===== src/rtl/uart_rx_fsm_pkg.sv =====
// Shared UART definitions.
// Holds the receive FSM state encoding and the default frame timing
// constants, so the transmit and receive stages stay in agreement.
package uart_rx_fsm_pkg;

  // Receive FSM state encoding
  localparam logic [1:0] IDLE  = 2'd0;
  localparam logic [1:0] START = 2'd1;
  localparam logic [1:0] DATA  = 2'd2;
  localparam logic [1:0] STOP  = 2'd3;

  // Default frame timing shared by uart_tx and uart_rx
  localparam int DEFAULT_BAUD_DIV  = 10416;
  localparam int DEFAULT_DATA_BITS = 8;

endpackage


===== src/rtl/uart_rx_fsm_baud_counter.sv =====
// Bit-period counter with a mid-bit sample tick.
// Ports:
//   clk     - system clock
//   arst_n  - asynchronous active-low reset
//   en      - count enable (one decrement per enabled cycle)
//   restart - reload the counter to BAUD_DIV-1 (has priority over en)
//   tick    - high for one cycle when the enabled count equals MID_POINT
// After a restart the first tick comes BAUD_DIV-1-MID_POINT enabled cycles
// later; subsequent ticks are BAUD_DIV cycles apart.
module baud_counter
  import uart_rx_fsm_pkg::*;
#(
  parameter int BAUD_DIV  = DEFAULT_BAUD_DIV,
  parameter int MID_POINT = BAUD_DIV / 2
) (
  input  logic clk,
  input  logic arst_n,
  input  logic en,
  input  logic restart,
  output logic tick
);

  localparam int CW = (BAUD_DIV > 1) ? $clog2(BAUD_DIV) : 1;
  localparam logic [CW-1:0] CNT_TOP = CW'(BAUD_DIV - 1);
  localparam logic [CW-1:0] CNT_MID = CW'(MID_POINT);

  logic [CW-1:0] cnt;

  always_ff @(posedge clk or negedge arst_n) begin
    if (!arst_n) begin
      cnt <= CNT_TOP;
    end else if (restart) begin
      cnt <= CNT_TOP;
    end else if (en) begin
      cnt <= (cnt == '0) ? CNT_TOP : cnt - CW'(1);
    end
  end

  assign tick = en && (cnt == CNT_MID);

endmodule


===== src/rtl/uart_rx_fsm.sv =====
// UART receiver for 8N1-style frames.
// Ports:
//   clk       - system clock
//   arst_n    - asynchronous active-low reset
//   rx        - asynchronous serial input, idle high
//   rx_data   - last correctly framed word, LSB = first bit received
//   rx_valid  - one-cycle pulse when rx_data is updated
//   frame_err - one-cycle pulse when the stop bit is sampled low
//   busy      - high whenever the FSM is not idle
module uart_rx_fsm
  import uart_rx_fsm_pkg::*;
#(
  parameter int BAUD_DIV  = DEFAULT_BAUD_DIV,
  parameter int MID_POINT = BAUD_DIV / 2,
  parameter int DATA_BITS = DEFAULT_DATA_BITS
) (
  input  logic                 clk,
  input  logic                 arst_n,
  input  logic                 rx,
  output logic [DATA_BITS-1:0] rx_data,
  output logic                 rx_valid,
  output logic                 frame_err,
  output logic                 busy
);

  localparam int CW = $clog2(DATA_BITS + 1);
  localparam logic [CW-1:0] LAST_BIT = CW'(DATA_BITS - 1);

  logic                 rx_meta;
  logic                 rx_s;
  logic                 rx_q;
  logic                 start_edge;
  logic [1:0]           state;
  logic [CW-1:0]        bit_cnt;
  logic [DATA_BITS-1:0] shift_reg;
  logic                 tick;
  logic                 restart;
  logic                 en;

  // Synchroniser and edge history reset high so reset cannot fake a start
  always_ff @(posedge clk or negedge arst_n) begin
    if (!arst_n) begin
      rx_meta <= 1'b1;
      rx_s    <= 1'b1;
      rx_q    <= 1'b1;
    end else begin
      rx_meta <= rx;
      rx_s    <= rx_meta;
      rx_q    <= rx_s;
    end
  end

  assign start_edge = !rx_s && rx_q;

  // Counter is held in reload while idle, so stray ticks cannot occur there
  // and every return to IDLE rearms it for the next frame.
  assign restart = (state == IDLE);
  assign en      = !restart;
  assign busy    = (state != IDLE);

  baud_counter #(
    .BAUD_DIV  (BAUD_DIV),
    .MID_POINT (MID_POINT)
  ) u_baud_counter (
    .clk     (clk),
    .arst_n  (arst_n),
    .en      (en),
    .restart (restart),
    .tick    (tick)
  );

  always_ff @(posedge clk or negedge arst_n) begin
    if (!arst_n) begin
      state     <= IDLE;
      bit_cnt   <= '0;
      shift_reg <= '0;
      rx_data   <= '0;
      rx_valid  <= 1'b0;
      frame_err <= 1'b0;
    end else begin
      rx_valid  <= 1'b0;
      frame_err <= 1'b0;
      case (state)
        IDLE: begin
          if (start_edge) begin
            state <= START;
          end
        end
        START: begin
          if (tick) begin
            // A high sample mid start bit means a glitch: drop it silently
            if (!rx_s) begin
              state   <= DATA;
              bit_cnt <= '0;
            end else begin
              state <= IDLE;
            end
          end
        end
        DATA: begin
          if (tick) begin
            shift_reg <= {rx_s, shift_reg[DATA_BITS-1:1]};
            bit_cnt   <= bit_cnt + CW'(1);
            if (bit_cnt == LAST_BIT) begin
              state <= STOP;
            end
          end
        end
        STOP: begin
          if (tick) begin
            if (rx_s) begin
              rx_data  <= shift_reg;
              rx_valid <= 1'b1;
            end else begin
              frame_err <= 1'b1;
            end
            state <= IDLE;
          end
        end
        default: begin
          state <= IDLE;
        end
      endcase
    end
  end

endmodule

===== config.mk =====
export PLATFORM = sky130hd
export DESIGN_NAME = uart_rx_fsm
export DESIGN_NICKNAME = d
export VERILOG_FILES = /design/src/rtl/uart_rx_fsm_pkg.sv /design/src/rtl/uart_rx_fsm_baud_counter.sv /design/src/rtl/uart_rx_fsm.sv
export SDC_FILE = /design/constraint.sdc
export NUM_CORES = 1
export LEC_CHECK = 0
export BUFFER_PORTS_ARGS = -buffer_cell sky130_fd_sc_hd__buf_2
export CORE_MARGIN = 5
export CORE_UTILIZATION = 45
export DETAILED_ROUTE_END_ITERATION = 8
export PLACE_DENSITY = 0.58
export SLEW_MARGIN = 10
export SYNTH_ARGS = -nofsm -noshare
export SYNTH_HDL_FRONTEND = slang
export SYNTH_SLANG_ARGS = --single-unit

===== constraint.sdc =====
create_clock -name clk -period 5.3 [get_ports clk]
set_input_delay 0.265 -clock clk [delete_from_list [all_inputs] [get_ports clk]]
set_output_delay 0.265 -clock clk [all_outputs]
set_load 0.01 [all_outputs]

==> results of run 1 <==
final cells by class:
class	count	area, um^2	area share [%]
tap	52	65.1	2.98
clock buffer	6	82.6	3.78
inverter	6	22.5	1.03
clock inverter	2	37.5	1.72
multi-input combinational	113	872	39.9
timing repair buffer	13	65.1	2.98
sequential	41	1040	47.6
stage by stage:
step                      instances  hold WS (ns)
final                           233        0.0731
after global routing            233        0.0543
after CTS                       233        0.0568
after detailed placement        225         0.349
after global placement          225         0.346
after floorplan                 165       -0.0306
layout by cell type (no fill, tap or decap), types with 2 or more instances in the layout:
cell and count:
nor2_1 10, a21oi_1 3, buf_2 13, a31o_2 2, o41ai_1 2, nand2b_1 2
or3b_2 3, inv_1 6, nand4b_1 2, nor4_4 2, a31oi_1 2, xor2_1 3
or4_1 2, xnor2_1 3, nand2_1 13, nand3_1 5, dfrtp_1 30, clkbuf_8 6
or3_1 3, ha_1 2, nor3b_1 2, o221a_2 2, dfstp_2 11, nand3b_1 3
nor4_1 3, nand4_1 3, nor3_1 5, mux2_2 18
metal layers:
metal | routed length [um] | share of wire, % | vias to the layer above | GRT usage [%]
li1 | - | - | 647 | -
met1 | 1690 | 46 | 666 | 17.0
met2 | 1780 | 48 | 25 | 21.7
met3 | 144 | 3.9 | 12 | 3.90
met4 | 87 | 2.4 | 0 | 6.76
met5 | 0 | 0 | - | 0
critical path: stages (launching register included):
cell	delay [ns]
dfrtp_1	0.45
or4_1	0.68
nor4_4	0.59
nand3_4	0.23
o221a_2	0.35
synthesized netlist by cell type (all sizes together) (3+ instances only):
| master | instances | area share (%) |
|---|---|---|
| dfrtp | 30 | 38 |
| mux2 | 18 | 10 |
| nand2 | 13 | 2.5 |
| dfstp | 11 | 15 |
| nor2 | 10 | 1.9 |
| inv | 6 | 1.1 |
| nand3 | 6 | 2.2 |
| nor3 | 5 | 1.3 |
| nor4 | 5 | 3.1 |
| a21oi | 3 | 0.77 |
| clkbuf | 3 | 0.57 |
| nand3b | 3 | 1.1 |
| nand4 | 3 | 0.96 |
| or3 | 3 | 0.96 |
| or3b | 3 | 1.3 |
| xnor2 | 3 | 1.3 |
| xor2 | 3 | 1.3 |
power by group through the flow:
stage / Clock (mW) / Sequential (mW) / Combinational [mW]
floorplan: 0 / 0.425 / 0.127
global placement: 0 / 0.449 / 0.143
detailed placement: 0 / 0.452 / 0.152
CTS: 0.272 / 0.446 / 0.153
global route: 0.282 / 0.459 / 0.171
finish: 0.260 / 0.448 / 0.150
kinds of logic (layout without fill, tap and decap cells):
kind of cell	Yosys count	count (layout)	share of synthesized area [%]
fa+ha+maj	2	2	1.28
compound gates	19	19	7.65
xor+xnor	6	6	2.68
buf+inv	11	27	2.55
simple gates	68	68	22.5
flops	41	41	53.0
mux	18	18	10.3
path summary, 6_finish.rpt:
path                                            startpoint                         endpoint  slack, ns  depth (start not counted)
setup reg to reg           u_baud_counter.cnt[9]$_DFF_PN0_           bit_cnt[3]$_DFFE_PN0P_       2.89                          4
max in group asynchronous                           arst_n  u_baud_counter.cnt[4]$_DFF_PN0_       4.66                          1
hold / removal                                          rx                rx_meta$_DFF_PN1_       0.07                          1
hold reg to reg                          rx_meta$_DFF_PN1_                   rx_s$_DFF_PN1_       0.36                          0
min in group asynchronous                           arst_n           bit_cnt[1]$_DFFE_PN0P_       0.09                          1
setup / recovery           u_baud_counter.cnt[9]$_DFF_PN0_           bit_cnt[3]$_DFFE_PN0P_       2.89                          4
==> summary.txt, run 1 <==
Min path
  – Hold Path Class: input port to flop

Yosys
  – Synthesized Nets: 170
  – Ys flop type: dfrtp_1
  – Synthesized flop and latch total: 41
  – Mapped Cells: approximately 170
  – Post-synth EDFFs: 0
  – Yosys warns: 0
  – Ys async rst share: 100%
  – Synthesized area: between 1500 and 2000 um^2
  – Avg Inst Size Synth: 11.9 um^2
  – Register area share after synthesis: a little over half
  – Unique cell type count in the Yosys netlist: 47

Layout
  – Largest register FFs: 14
  – Post-layout util: between 50% and 60%
  – Inserted Diodes: 0
  – Layout cell share with drive strength beyond 1: 35.9%
  – Final instance area: roughly 2200 um^2
  – Fin nets: around 190
  – Area growth, synth to finish: 11.4%
  – Fill cells: ~400

Clocking
  – Post-CTS sizing: 0
  – Clk buf depth: 2
  – Clock latency at the later pin of the worst-skew pair: a little under 0.3 ns
  – CTS Sinks: 41
  – CTS tree: done
  – CTS Buf Count: 5
  – CTS root buf: clkbuf_8
  – Clk slew on worst S/H paths: around 0.08 ns
  – Post-CTS Hold Fix Bufs: 0
  – Setup Buffers After CTS: 0
  – CTS H-Tree Depth: 2

Timing
  – Max-slew headroom: between 40% and 50%
  – RSZ-0062 raised after global routing: no
  – Fin. Hold Viols: 0
  – Finish-stage setup viols: 0
  – Least-Margin Pin Slew: between 0.8 and 0.9 ns
  – Fin. max-slew vios: 0
  – Fmax: 414 MHz
  – Setup ws final: ~2.9 ns
  – Fin crit period: about 2.4 ns
  – Fin crit share: about 46%
  – Worst Skew: roughly 0.0055 ns
  – Post-route setup TNS: 0 ns

Detailed routing
  – Via density: a little under 6
  – WL final: 3690 um
  – Drt pass-1 iters: 4
  – Routed Antenna Nets: 0
  – Drt initial violations: 63
  – Drt drc: 0
  – Routed wire per std cell: approximately 16 um
  – Via count: about 1400

GRT
  – Vias in the first global route: about 1400
  – Global-route wire length before repair: ~6600 um
  – Gr ovfl total: 0
  – Global Route Usage Sum: a little over an eighth
  – Pin count of the biggest net entering global routing: 42
  – Initial antenna violation count: 0

Placement
  – Dpl hpwl: 2600 um
  – Post-DP Area: 2060 um^2
  – Post-Place Setup Slack: about 3 ns
  – Input/output buffers: 13
  – RePlAce Congestion: just over 0.8

Die
  – Total core area: roughly 4300 um^2
  – I/O pin count: 14
  – Die ar.: 5780 um^2
  – Die width: 76.0 um
  – DIE HEIGHT: approximately 76 um
  – Num rows: 24
  – Initial Util: between 40 and 50%

Power and ir drop
  – Power share of the clock group: between 30% and 40%
  – Cell Pwr Density: approximately 390 nW/um^2
  – Flop pwr share: a little over half
  – Sw Share: approximately 30%
  – Logic pwr share: 17.5%
  – Static leakage: 1.03 nW
  – Pwr Total: about 0.86 mW
  – Internal cell power: roughly 0.6 mW
  – Net Sw Power: 0.257 mW
  – Worst vdd ir: approximately 240 uV

Outcome
  – Status: complete, no violations

Critical path
  – Critical Path Sink Type: flop
  – Critical path class: flop to flop
  – CP Launch Type: flop
  – Worst Path Max Fanout: 10
  – Worst Path Required: 5.48 ns
  – Critical path arrival: 2.60 ns

Job
  – Max Cap Viol: 0
No activity file was read; power rests on OpenSTA's default activity.
==> run 2, diff against run 1 <==
- PLACE_DENSITY: 0.58 -> 0.61
- clock period: 5.3 -> 2.1 ns (I/O delays scaled with it)
==> run 2 against run 1 <==
  * Power grew to 2.6 times the previous value
  * First-iteration DRC count rose by 29%
  * Design area rose by 7.4%
  * Maximum frequency increased by 19%
  * Critical endpoint unchanged
==> summary.txt, run 2 (synthesis results as in run 1) <==
Die
  – DIE HEIGHT: 76.0 um (unchanged)
  – Die ar.: 5780 um^2 (unchanged)
  – Num rows: 24 (unchanged)
  – Die width: 76.0 um (unchanged)
  – Initial Util: 45.7% (unchanged)
  – Total core area: 4290 um^2 (unchanged)
  – I/O pin count: 14 (unchanged)

Placement
  – Dpl hpwl: 2730 um (+4.7%)
  – Post-Place Setup Slack: 0.00343 ns (-2.93 ns)
  – Input/output buffers: 13 (unchanged)
  – RePlAce Congestion: 0.809 (-2.1%)

Clocking
  – CTS Buf Count: 5 (unchanged)
  – CTS Sinks: 41 (unchanged)
  – CTS H-Tree Depth: 2 (unchanged)
  – Clk buf depth: 2 (unchanged)
  – Clk slew on worst S/H paths: 0.08 ns (about the same)
  – Clock latency at the later pin of the worst-skew pair: 0.29 ns (about the same)
  – CTS tree: done
  – CTS root buf: clkbuf_8

GRT
  – Met3 usage: 4.14% (+0.24 points)
  – Met1 Track Usage GR: 18.2% (+1.2 points)
  – Initial antenna violation count: 0 (unchanged)
  – Vias in the first global route: 1441 (+5.3%)
  – Gr busiest metal: met2
  – Global-route wire length before repair: 6790 um (+2.9%)
  – Gr ovfl total: 0 (unchanged)
  – Pin count of the biggest net entering global routing: 42 (unchanged)
  – Global Route Usage Sum: 14.3% (+0.62 points)
  – GRT met2 Usage: 22.9% (+1.2 points)

Timing
  – Setup ws final: 0.0706 ns (-2.82 ns)
  – Fin. max-slew vios: 0 (unchanged)
  – RSZ-0062 raised after global routing: no
  – Max-slew headroom: 40.4% (-0.71 points)
  – Final hold slack: 0.358 ns (+0.285 ns)
  – Fin crit share: 96.6% (+51 points)
  – Worst Skew: 0.00429 ns (-0.00122 ns)
  – Post-route setup TNS: 0 ns (unchanged)
  – Finish-stage setup viols: 0 (unchanged)
  – Fin. Hold Viols: 0 (unchanged)
  – Fin crit period: 2.03 ns (-0.383 ns)
  – Fmax: 493 MHz (+19%)
  – Least-Margin Pin Slew: 0.894 ns (+0.0107 ns)

Detailed routing
  – Drt pass-1 iters: 4 (unchanged)
  – WL final: 3750 um (+1.6%)
  – Drt drc: 0 (unchanged)
  – Routed wire per std cell: 14.9 um (-6.0%)
  – Via density: 5.51 (-4.9%)
  – Drt initial violations: 81 (+29%)
  – Via count: 1389 (+2.9%)
  – Routed Antenna Nets: 0 (unchanged)

Outcome
  – Status: complete, no violations

Critical path
  – Worst path cell trace: or4_1 -> nor4_4 -> nand3_4 -> o221a_2
  – Slowest stage delay, CP: 0.67 ns (about the same)
  – Reg-to-reg startpoint: u_baud_counter.cnt[11]$_DFF_PN1_
  – Worst Path Max Fanout: 10 (unchanged)
  – Crit-path leading delay family: simple AND/OR/NAND/NOR gates
  – Critical path arrival: 2.22 ns (-0.38 ns)
  – Worst path slowest cell: or4_1
  – Critical path class: flop to flop
  – Worst Path Required: 2.29 ns (-3.19 ns)
  – Buf+Inv Stages, Crit Path: 0 (unchanged)
  – Critical Path Sink Type: flop
  – CP Launch Type: flop
  – CP startpoint: u_baud_counter.cnt[11]$_DFF_PN1_

Layout
  – Area growth, synth to finish: 19.6%
  – Fill cells: 383 (-5.2%)
  – Layout cell share with drive strength beyond 1: 41.5% (+5.6 points)
  – Commonest non-fill, non-tap cell in the layout: dfrtp_1
  – Largest register FFs: 14 (unchanged)
  – Fin nets: 204 (+10%)
  – Most frequent cells in the layout: 30 x dfrtp_1, 18 x mux2_2, 16 x buf_4
  – Inserted Diodes: 0 (unchanged)
  – Post-layout util: 54.6% (+3.8 points)

Power and ir drop
  – Cell Pwr Density: 969 nW/um^2 (+150%)
  – Static leakage: 1.12 nW (+9.1%)
  – Worst vdd ir: 670 uV (+180%)
  – Pwr Total: 2.27 mW (+160%)

Min path
  – Hold Crit Start: rx_meta$_DFF_PN1_
  – Hold Path Class: flop to flop

Job
  – Max Cap Viol: 0 (unchanged)
-- run 2: final timing paths --
kind,to,slack [ns],depth (start not counted)
min in group asynchronous,frame_err$_DFF_PN0_,0.48,2
worst max-delay path,bit_cnt[3]$_DFFE_PN0P_,0.07,4
worst min-delay path,rx_s$_DFF_PN1_,0.36,0
max in group asynchronous,u_baud_counter.cnt[4]$_DFF_PN0_,1.06,2
worst max register to register,bit_cnt[3]$_DFFE_PN0P_,0.07,4
worst min register to register,rx_s$_DFF_PN1_,0.36,0
-- run 2: power breakdown --
part / leakage, nW / switching (mW) / internal, mW
clock: 0.0574 / 0.276 / 0.386
sequential: 0.526 / 0.137 / 0.948
combinational: 0.536 / 0.246 / 0.279
-- run 2: timing repair --
action / 4_1_cts / 5_1_grt
pin swaps: 1 / 2
endpoints found under the hold margin: 31 / 0
setup buffers: 0 / 3
hold buffers: 2 / 0
resized for setup: 0 / 4
endpoints found under the setup margin: 5 / 20
-- run 2: area by class of cell --
cell class	instances	area (um^2)	share of cell area (%)
Clock inverter	2	37.5	1.60
Tap cell	52	65.1	2.77
Clock buffer	6	82.6	3.52
Sequential cell	41	1040	44.3
Timing Repair Buffer	32	216	9.23
Multi-Input combinational cell	113	882	37.6
Inverter	6	22.5	0.960
-- run 2: per-stage QoR --
stage,instance area (um^2),cells
after floorplan,1960,165
after global placement,2170,239
after detailed placement,2170,239
after CTS,2310,249
after global routing,2350,252
final,2350,252
-- run 2: worst register-to-register path, stage by stage, from the launching register on --
cell and delay (ns):
dfstp_2 0.37, or4_1 0.67, nor4_4 0.37, nand3_4 0.19, o221a_2 0.32
-- run 2: per-layer routing --
layer	part of all wire (%)	routed length, um
met5	0	0
met4	1.5	57
met3	3.7	138
met2	48	1820
met1	46	1740
